### src/rtl/fft_pkg.sv
// Shared fixed-point helpers for the FFT datapath: Q-format convention,
// round-half-up shifting and saturation with an overflow indication.
package fft_pkg;

  // Twiddles are Q1.(TW_WIDTH-1): this many fractional bits.
  function automatic int unsigned tw_frac(input int unsigned tw_width);
    return tw_width - 1;
  endfunction

  // Round half up: add 2^(sh-1), then arithmetic shift right by sh (sh >= 1).
  function automatic logic signed [63:0] rnd_shr(input logic signed [63:0] x,
                                                 input int unsigned sh);
    logic signed [63:0] half;
    half = 64'sd1 <<< (sh - 1);
    return (x + half) >>> sh;
  endfunction

  // Clip x to the signed range of w bits; ovf reports whether clipping occurred.
  function automatic logic signed [63:0] saturate(input  logic signed [63:0] x,
                                                  input  int unsigned        w,
                                                  output logic               ovf);
    logic signed [63:0] hi;
    logic signed [63:0] lo;
    hi  = (64'sd1 <<< (w - 1)) - 64'sd1;
    lo  = -(64'sd1 <<< (w - 1));
    ovf = (x > hi) || (x < lo);
    if (x > hi)      return hi;
    else if (x < lo) return lo;
    else             return x;
  endfunction

endpackage

### src/rtl/cmul_rnd.sv
// Two-stage pipelined complex multiply B*W (or B*conj(W)) with Q-format
// round-half-up; both stages advance together on en.
module cmul_rnd
  import fft_pkg::*;
#(
  parameter int unsigned DATA_WIDTH = 16,
  parameter int unsigned TW_WIDTH   = 16
) (
  input  logic                         clk,
  input  logic                         rst_n,
  input  logic                         en,
  input  logic                         inv,
  input  logic signed [DATA_WIDTH-1:0] b_re,
  input  logic signed [DATA_WIDTH-1:0] b_im,
  input  logic signed [TW_WIDTH-1:0]   w_re,
  input  logic signed [TW_WIDTH-1:0]   w_im,
  output logic signed [DATA_WIDTH+1:0] p_re,
  output logic signed [DATA_WIDTH+1:0] p_im
);
  localparam int unsigned PW = DATA_WIDTH + TW_WIDTH;
  localparam int unsigned SW = PW + 1;

  logic signed [PW-1:0] m_rr, m_ii, m_ri, m_ir;
  logic                 inv_q;
  logic signed [SW-1:0] s_re, s_im;

  always_ff @(posedge clk or negedge rst_n) begin
    if (!rst_n) begin
      m_rr  <= '0;
      m_ii  <= '0;
      m_ri  <= '0;
      m_ir  <= '0;
      inv_q <= 1'b0;
    end else if (en) begin
      m_rr  <= PW'(b_re) * PW'(w_re);
      m_ii  <= PW'(b_im) * PW'(w_im);
      m_ri  <= PW'(b_re) * PW'(w_im);
      m_ir  <= PW'(b_im) * PW'(w_re);
      inv_q <= inv;
    end
  end

  // Conjugation flips the product signs instead of negating w_im, so w_im = -1.0 stays exact.
  always_comb begin
    s_re = inv_q ? (SW'(m_rr) + SW'(m_ii)) : (SW'(m_rr) - SW'(m_ii));
    s_im = inv_q ? (SW'(m_ir) - SW'(m_ri)) : (SW'(m_ri) + SW'(m_ir));
  end

  always_ff @(posedge clk or negedge rst_n) begin
    if (!rst_n) begin
      p_re <= '0;
      p_im <= '0;
    end else if (en) begin
      p_re <= (DATA_WIDTH + 2)'(rnd_shr(64'(s_re), tw_frac(TW_WIDTH)));
      p_im <= (DATA_WIDTH + 2)'(rnd_shr(64'(s_im), tw_frac(TW_WIDTH)));
    end
  end

endmodule

### src/rtl/bfly_2p_pipe.sv
// Radix-2 DIT butterfly, 3-cycle pipeline: Y0 = A + B*W, Y1 = A - B*W with
// optional conj(W), optional /2 scaling, saturation and a sticky overflow flag.
module bfly_2p_pipe
  import fft_pkg::*;
#(
  parameter int unsigned DATA_WIDTH = 16,
  parameter int unsigned TW_WIDTH   = 16,
  parameter int unsigned TAG_WIDTH  = 8
) (
  input  logic                         clk,
  input  logic                         rst_n,
  input  logic                         in_valid,
  output logic                         in_ready,
  input  logic signed [DATA_WIDTH-1:0] a_re,
  input  logic signed [DATA_WIDTH-1:0] a_im,
  input  logic signed [DATA_WIDTH-1:0] b_re,
  input  logic signed [DATA_WIDTH-1:0] b_im,
  input  logic signed [TW_WIDTH-1:0]   w_re,
  input  logic signed [TW_WIDTH-1:0]   w_im,
  input  logic                         inv,
  input  logic                         scale,
  input  logic [TAG_WIDTH-1:0]         in_tag,
  output logic                         out_valid,
  input  logic                         out_ready,
  output logic signed [DATA_WIDTH-1:0] y0_re,
  output logic signed [DATA_WIDTH-1:0] y0_im,
  output logic signed [DATA_WIDTH-1:0] y1_re,
  output logic signed [DATA_WIDTH-1:0] y1_im,
  output logic [TAG_WIDTH-1:0]         out_tag,
  output logic                         ovf,
  input  logic                         ovf_clr
);
  localparam int unsigned PW = DATA_WIDTH + 2;
  localparam int unsigned SW = DATA_WIDTH + 3;

  logic                         adv;
  logic                         v1, v2, sc1, sc2, y_sat;
  logic signed [DATA_WIDTH-1:0] a1_re, a1_im, a2_re, a2_im;
  logic [TAG_WIDTH-1:0]         tag1, tag2;
  logic signed [PW-1:0]         p_re, p_im;
  logic signed [SW-1:0]         s0_re, s0_im, s1_re, s1_im;
  logic signed [DATA_WIDTH-1:0] n0_re, n0_im, n1_re, n1_im;
  logic [3:0]                   sat;

  // One global enable: the whole pipe stalls together, in_ready follows out_ready combinationally.
  assign adv      = !out_valid || out_ready;
  assign in_ready = adv;

  cmul_rnd #(
    .DATA_WIDTH(DATA_WIDTH),
    .TW_WIDTH  (TW_WIDTH)
  ) u_cmul (
    .clk  (clk),
    .rst_n(rst_n),
    .en   (adv),
    .inv  (inv),
    .b_re (b_re),
    .b_im (b_im),
    .w_re (w_re),
    .w_im (w_im),
    .p_re (p_re),
    .p_im (p_im)
  );

  function automatic logic signed [63:0] fin(input logic signed [SW-1:0] s, input logic sc);
    return sc ? rnd_shr(64'(s), 1) : 64'(s);
  endfunction

  always_comb begin
    sat   = '0;
    s0_re = SW'(a2_re) + SW'(p_re);
    s0_im = SW'(a2_im) + SW'(p_im);
    s1_re = SW'(a2_re) - SW'(p_re);
    s1_im = SW'(a2_im) - SW'(p_im);
    n0_re = DATA_WIDTH'(saturate(fin(s0_re, sc2), DATA_WIDTH, sat[0]));
    n0_im = DATA_WIDTH'(saturate(fin(s0_im, sc2), DATA_WIDTH, sat[1]));
    n1_re = DATA_WIDTH'(saturate(fin(s1_re, sc2), DATA_WIDTH, sat[2]));
    n1_im = DATA_WIDTH'(saturate(fin(s1_im, sc2), DATA_WIDTH, sat[3]));
  end

  always_ff @(posedge clk or negedge rst_n) begin
    if (!rst_n) begin
      v1 <= 1'b0;  v2 <= 1'b0;  out_valid <= 1'b0;
      sc1 <= 1'b0; sc2 <= 1'b0;
      a1_re <= '0; a1_im <= '0; a2_re <= '0; a2_im <= '0;
      tag1 <= '0;  tag2 <= '0;  out_tag <= '0;
      y0_re <= '0; y0_im <= '0; y1_re <= '0; y1_im <= '0;
      y_sat <= 1'b0;
      ovf   <= 1'b0;
    end else begin
      if (adv) begin
        v1        <= in_valid;
        a1_re     <= a_re;
        a1_im     <= a_im;
        sc1       <= scale;
        tag1      <= in_tag;
        v2        <= v1;
        a2_re     <= a1_re;
        a2_im     <= a1_im;
        sc2       <= sc1;
        tag2      <= tag1;
        out_valid <= v2;
        if (v2) begin
          y0_re   <= n0_re;
          y0_im   <= n0_im;
          y1_re   <= n1_re;
          y1_im   <= n1_im;
          out_tag <= tag2;
          y_sat   <= |sat;
        end
      end
      // Saturation is flagged when the clipped result is actually handed off; set beats clear.
      if (out_valid && out_ready && y_sat) ovf <= 1'b1;
      else if (ovf_clr)                    ovf <= 1'b0;
    end
  end

endmodule

### config.mk
export PLATFORM = sky130hd
export DESIGN_NAME = bfly_2p_pipe
export DESIGN_NICKNAME = d
export VERILOG_FILES = /design/src/rtl/fft_pkg.sv /design/src/rtl/cmul_rnd.sv /design/src/rtl/bfly_2p_pipe.sv
export SDC_FILE = /design/constraint.sdc
export NUM_CORES = 2
export LEC_CHECK = 0
export ABC_AREA = 1
export ABC_CLOCK_PERIOD_IN_PS = 3600
export CORE_AREA = 3 3 340 342
export CTS_CLUSTER_DIAMETER = 150
export DETAILED_ROUTE_END_ITERATION = 16
export DIE_AREA = 0 0 343 345
export DONT_BUFFER_PORTS = 1
export PLACE_DENSITY = 0.76
export SETUP_SLACK_MARGIN = 0.15
export SYNTH_ARGS = -nofsm -noshare
export SYNTH_HDL_FRONTEND = slang
export SYNTH_HIERARCHICAL = 1
export SYNTH_SLANG_ARGS = --single-unit
### constraint.sdc
create_clock -name clk -period 3.6 [get_ports clk]
set_input_delay 1.08 -clock clk [delete_from_list [all_inputs] [get_ports clk]]
set_output_delay 1.08 -clock clk [all_outputs]
set_load 0.02 [all_outputs]
Word-level counts from Yosys, hierarchy flattened
Index checks and enable logic that the tools add are counted.
{ "word_totals": {"reg_bits": 324, "in_bits": 111, "out_inout_bits": 75, "word_cells": 78} }
{ "op_classes": {"n_addsub": 14, "mul": 4, "magnitude_cmp": 8, "n_mux": 16, "reduce_logical": 11} }
{ "op_table": {"columns": ["operator", "n"], "rows": [
  ["$gt 64x16->1 const B", 4],
  ["$lt 64x16->1 const B", 4],
  ["$mux 64", 4],
  ["$mul 16x16->32", 4],
  ["$mux 16", 8],
  ["$add 19x2->20 const B", 4],
  ["$add 32x32->33", 2],
  ["$add 33x16->33 const B", 2],
  ["$mux 33", 2],
  ["$sub 32x32->33", 2],
  ["$add 16x18->19", 2],
  ["$sub 16x18->19", 2],
  ["$logic_or 1x1->1", 5],
  ["$reduce_or 4->1", 1],
  ["$logic_and 1x1->1", 2],
  ["$mux 1", 2],
  ["$reduce_and 2->1", 1],
  ["$reduce_bool 2->1", 1],
  ["$logic_not 1->1", 1]
]} }

Longest topological paths before layout
{ "logic_depth": {"ltp_word": 6, "depth_mapped": 30, "ltp_nobuf": 30} }

Cells and area by module
Netlist, hierarchy kept.
{ "by_module_without_submodules": {"columns": ["module", "n_inst", "cells_per_inst", "area_per_inst_um2", "seq_area_each_um2"], "rows": [
  ["cmul_rnd", 1, 7451, 54572.3, 4129.0],
  ["bfly_2p_pipe", 1, 2180, 14164.8, 3978.8]
]} }

Least setup slack after synthesis
Ideal clock, no wire load.
{ "synth_timing": {"path_type": "input to register", "from": "input w_im[15]", "to": "register u_cmul.m_ri[21]", "setup_ps": 132, "arrival_ps": 6584, "required_time_ps": 3468, "setup_slack_ps": -3115, "cell_stages": 23, "path_buffers": 2, "cell_sequence": "clkbuf_1 > clkinv_1 > clkbuf_1 > nor2_1 > fa_1 > fa_1 > fa_1 > fa_1 > fa_1 > inv_1 > fa_1 > inv_1 > ha_1 > a21oi_1 > o21a_1 > o21ai_0 > a21oi_1 > o21ai_0 > nand3_1 > nand2_1 > or2_2 > nand3_1 > o21ai_0"} }
{ "synth_between": {"elab_chain_cells": 1} }
{ "synth_lines": {"columns": ["item", "line_no", "rtl"], "rows": [
  ["start, declared", "bfly_2p_pipe.sv:19", "input logic signed [TW_WIDTH-1:0] w_im,"],
  ["$mul 16x16->32", "cmul_rnd.sv:37", "m_ri <= PW'(b_re) * PW'(w_im);"],
  ["end signal, assigned", "cmul_rnd.sv:37", null],
  ["end, declared", "cmul_rnd.sv:23", "logic signed [PW-1:0] m_rr, m_ii, m_ri, m_ir;"]
]} }
Every way passes these cells.
A chain may end at the register's enable or synchronous reset.

Worst setup path after layout
{ "layout_timing": {"from": "input w_im[3]", "to": "register u_cmul.m_ri[30]"} }
Same word-level chain as after synthesis.

==> out/results.txt <==
Slew HR: 32.9%
Syn nets: 11300
Final Skew: 0.0164 ns
Post-Synth Adder-Cell Area: 39.2%
Setup-failing EPs final: 143
Tmin final: 5.74 ns
Post-synth EDFFs: 0
I/O Buffers: 0
Register area share after synthesis: 11.8%
Worst R2R Path Depth: 27
Post-detail-place hpwl: 172000 um
Worst setup EP type: register
FF+latch count, synth: 324
Crit path arrival time: 6.21 ns
Clk Tree Root Cell: clkbuf_16
Post-route ant nets: 0
Most frequently used flop master after synthesis: dfrtp_1
Clk buf depth: 3
Synth cell types: 70
Compound-Gate Fraction of Synth Area: 6.45%
Synth Cell Area: 68700 sq um
Placement Setup Slack: -2.78 ns
Top post-synthesis cells by area: fa_1 31%, nand2_1 15%, inv_1 13%
Sequential cell area: 8110 sq um
Vias: 65800
RSZ-0062 raised after global routing: true
Die footprint: 118000 sq um
Via/cell ratio: 5.51
Placed Area: 79500 sq um
Fmax: 174 MHz
Avg WL per Cell: 19.4 um
Die X: 343 um
GRT Total Usage: 38.3%
Ports: 186
Area grow syn2layout: 28.1%
Final period util: 159%
Core Util, Final: 78.1%
Post-route DRC: 0
Fill cells: 7803
Simple-Gate Fraction of Synth Area: 24.7%
Status: complete, but fails checks
Starting Density: 61.0%
Post-synth ARST share: 100%
Yosys Warn Count: 6
Fin area: 88000 sq um
Chip height: 345 um
First-pass GRT wire length: 361000 um
Overflow after GRT: 0
Crit path kind: input port to register
Cell count after synthesis: 9631
Inserted Clock Buffers: 39
Multi-input logic area: 58700 sq um
Max-Cap Viols: 0
Share of layout cells above drive strength 1: 28.8%
Failing checks: negative setup slack
Final WL: 231000 um
Clock sinks: 324
Initial antenna violation count: 3
Least-Margin Pin Slew: 1.01 ns
Placer congestion estimate: 0.965
Worst-path clk slew: 0.06 ns
Largest net degree at the start of global routing: 325
Cell accounting for the most synthesized area: fa_1
Latest clock arrival within the worst-skew pair: 0.60 ns
Startpoint types: input port
Worst setup margin: -2.14 ns
Number of DRC markers in iteration 0: 4845
Hold WC Path Type: input port to async pin
CTS tree: built
Worst EP required: 4.07 ns
Xor and xnor area share after synthesis: 2.51%
Yosys top cell area share: 30.6%
Cts hold-fix bufs: 0
Vias in the first global route: 69500
Core area: 113000 sq um
Pins over their slew limit: 0
# rows: 123
Main combinational cell family by area after synthesis: adder cells
Final Hold Fails: 0
Syn_area_per_cell: 7.14 sq um
Minimum hold slack: 0.187 ns
H-tree levels: 2
Fin nets: 12000
Drt pass-1 iters: 9
Mux share of post-synthesis cell area: 0%
Peak fanout along the critical path: 32
metal layers:
layer / routed length, um / GRT usage (%) / vias up
met5: 13 / 0 / -
li1: - / - / 29900
met1: 86900 / 47.5 / 31900
met3: 18200 / 6.08 / 896
met4: 15000 / 20.0 / 2
met2: 111000 / 64.6 / 3052
layout by cell type, fill, tap and decap left out, types with 18 or more instances in the layout:
cell type	Yosys	layout
a21oi_1	275	126
a21oi_2	21	119
a21oi_4	5	56
a31oi_1	49	46
buf_12	0	22
buf_4	8	885
buf_6	18	131
clkbuf_16	0	40
dfrtp_1	324	323
fa_1	1052	954
fa_2	0	98
ha_1	472	274
ha_4	0	191
inv_1	2405	2040
inv_2	25	353
inv_4	1	34
nand2_1	2812	2460
nand2_2	59	264
nand2_4	7	131
nand2_8	0	23
nand3_1	346	260
nand3_2	25	95
nand3_4	2	18
nand4_1	82	82
nor2_1	506	358
nor2_2	50	116
nor2_4	16	98
nor3_1	45	21
o21ai_0	279	124
o21ai_1	22	104
o21ai_2	12	72
or2_4	0	32
xnor2_1	56	38
xor2_1	136	100
xor2_2	1	24
cell families after synthesis:
logic type,after synthesis
AO/OA/AOI/OAI,773
XOR/XNOR,194
adder cells (fa/ha/maj),1524
buffers and inverters,2753
flip-flops,324
AND/OR/NAND/NOR,4063
synthesized netlist by cell type, types with 82 or more instances:
| cell | instances |
|---|---|
| a21oi_1 | 275 |
| clkbuf_1 | 268 |
| dfrtp_1 | 324 |
| fa_1 | 1052 |
| ha_1 | 472 |
| inv_1 | 2405 |
| nand2_1 | 2812 |
| nand3_1 | 346 |
| nand4_1 | 82 |
| nor2_1 | 506 |
| o21ai_0 | 279 |
| xor2_1 | 136 |
worst max-delay path, stage by stage:
cell and delay [ns]:
nand2_8 0.06, inv_4 0.03, fa_2 0.61, inv_4 0.06, fa_1 0.50, inv_1 0.05, fa_1 0.47, fa_1 0.51
fa_1 0.53, inv_2 0.05, fa_1 0.55, inv_2 0.05, ha_4 0.30, nand2_4 0.07, nor2_4 0.09, inv_2 0.06
nor2_4 0.10, nand2_1 0.06, o211ai_1 0.33, nand3_1 0.15, nand2_2 0.13, nand2_2 0.06, nand2_1 0.06, nand2_1 0.05
nand3_1 0.07, o21ai_1 0.08
what timing repair did:
item                                    in CTS  in global routing
endpoints found under the setup margin     163                201
buffers inserted                           154                 54
gates resized for setup                   1108                298
pin swaps                                  664                319
cloned                                       0                  1
path summary, 6_finish.rpt:
| kind | from | endpoint | slack (ns) |
|---|---|---|---|
| setup reg to reg | u_cmul/m_ii[0]$_DFFE_PN0P_ | u_cmul/p_re[15]$_DFFE_PN0P_ | -0.39 |
| max in group asynchronous | rst_n | u_cmul/m_ri[29]$_DFFE_PN0P_ | 2.59 |
| hold / removal | rst_n | a1_re[8]$_DFFE_PN0N_ | 0.19 |
| min in group clk | a1_im[4]$_DFFE_PN0N_ | a2_im[4]$_DFFE_PN0N_ | 0.47 |
| hold reg to reg | a1_im[4]$_DFFE_PN0N_ | a2_im[4]$_DFFE_PN0N_ | 0.47 |
| setup / recovery | w_im[3] | u_cmul/m_ri[30]$_DFFE_PN0P_ | -2.14 |
layout make-up:
class                   instances  area share, %
flip-flops and latches        324           9.21
multi-input cells            6554           66.7
inverters                    2439           10.6
repair buffers               1042           9.80
well taps                    1500           2.13
clock buffers                  48           1.22
diodes                          2        0.00569
clock inverters                22          0.328
state kept, by name (all words and copies together), names as in the netlist, 8 cells and up:
| signal | cells |
|---|---|
| u_cmul/p_re | 18 |
| out_tag | 8 |
| u_cmul/m_ii | 32 |
| y1_im | 16 |
| u_cmul/m_ri | 32 |
| y0_im | 16 |
| tag2 | 8 |
| u_cmul/p_im | 18 |
| u_cmul/m_ir | 32 |
| u_cmul/m_rr | 32 |
| a1_re | 16 |
| a2_re | 16 |
| a1_im | 16 |
| a2_im | 16 |
| y1_re | 16 |
| tag1 | 8 |
| y0_re | 16 |
per-stage QoR:
stage / std cells / setup TNS (ns)
2_1_floorplan: 9631 / -196.39
3_3_place_gp: 11700 / -235.86
3_5_place_dp: 11700 / -244.63
4_1_cts: 11900 / -157.09
5_1_grt: 11900 / -202.60
6_report: 11900 / -172.47
Power is left out: the tool's default activity adds up to more than one toggle a clock period on the data nets, which glitch-free logic cannot reach.
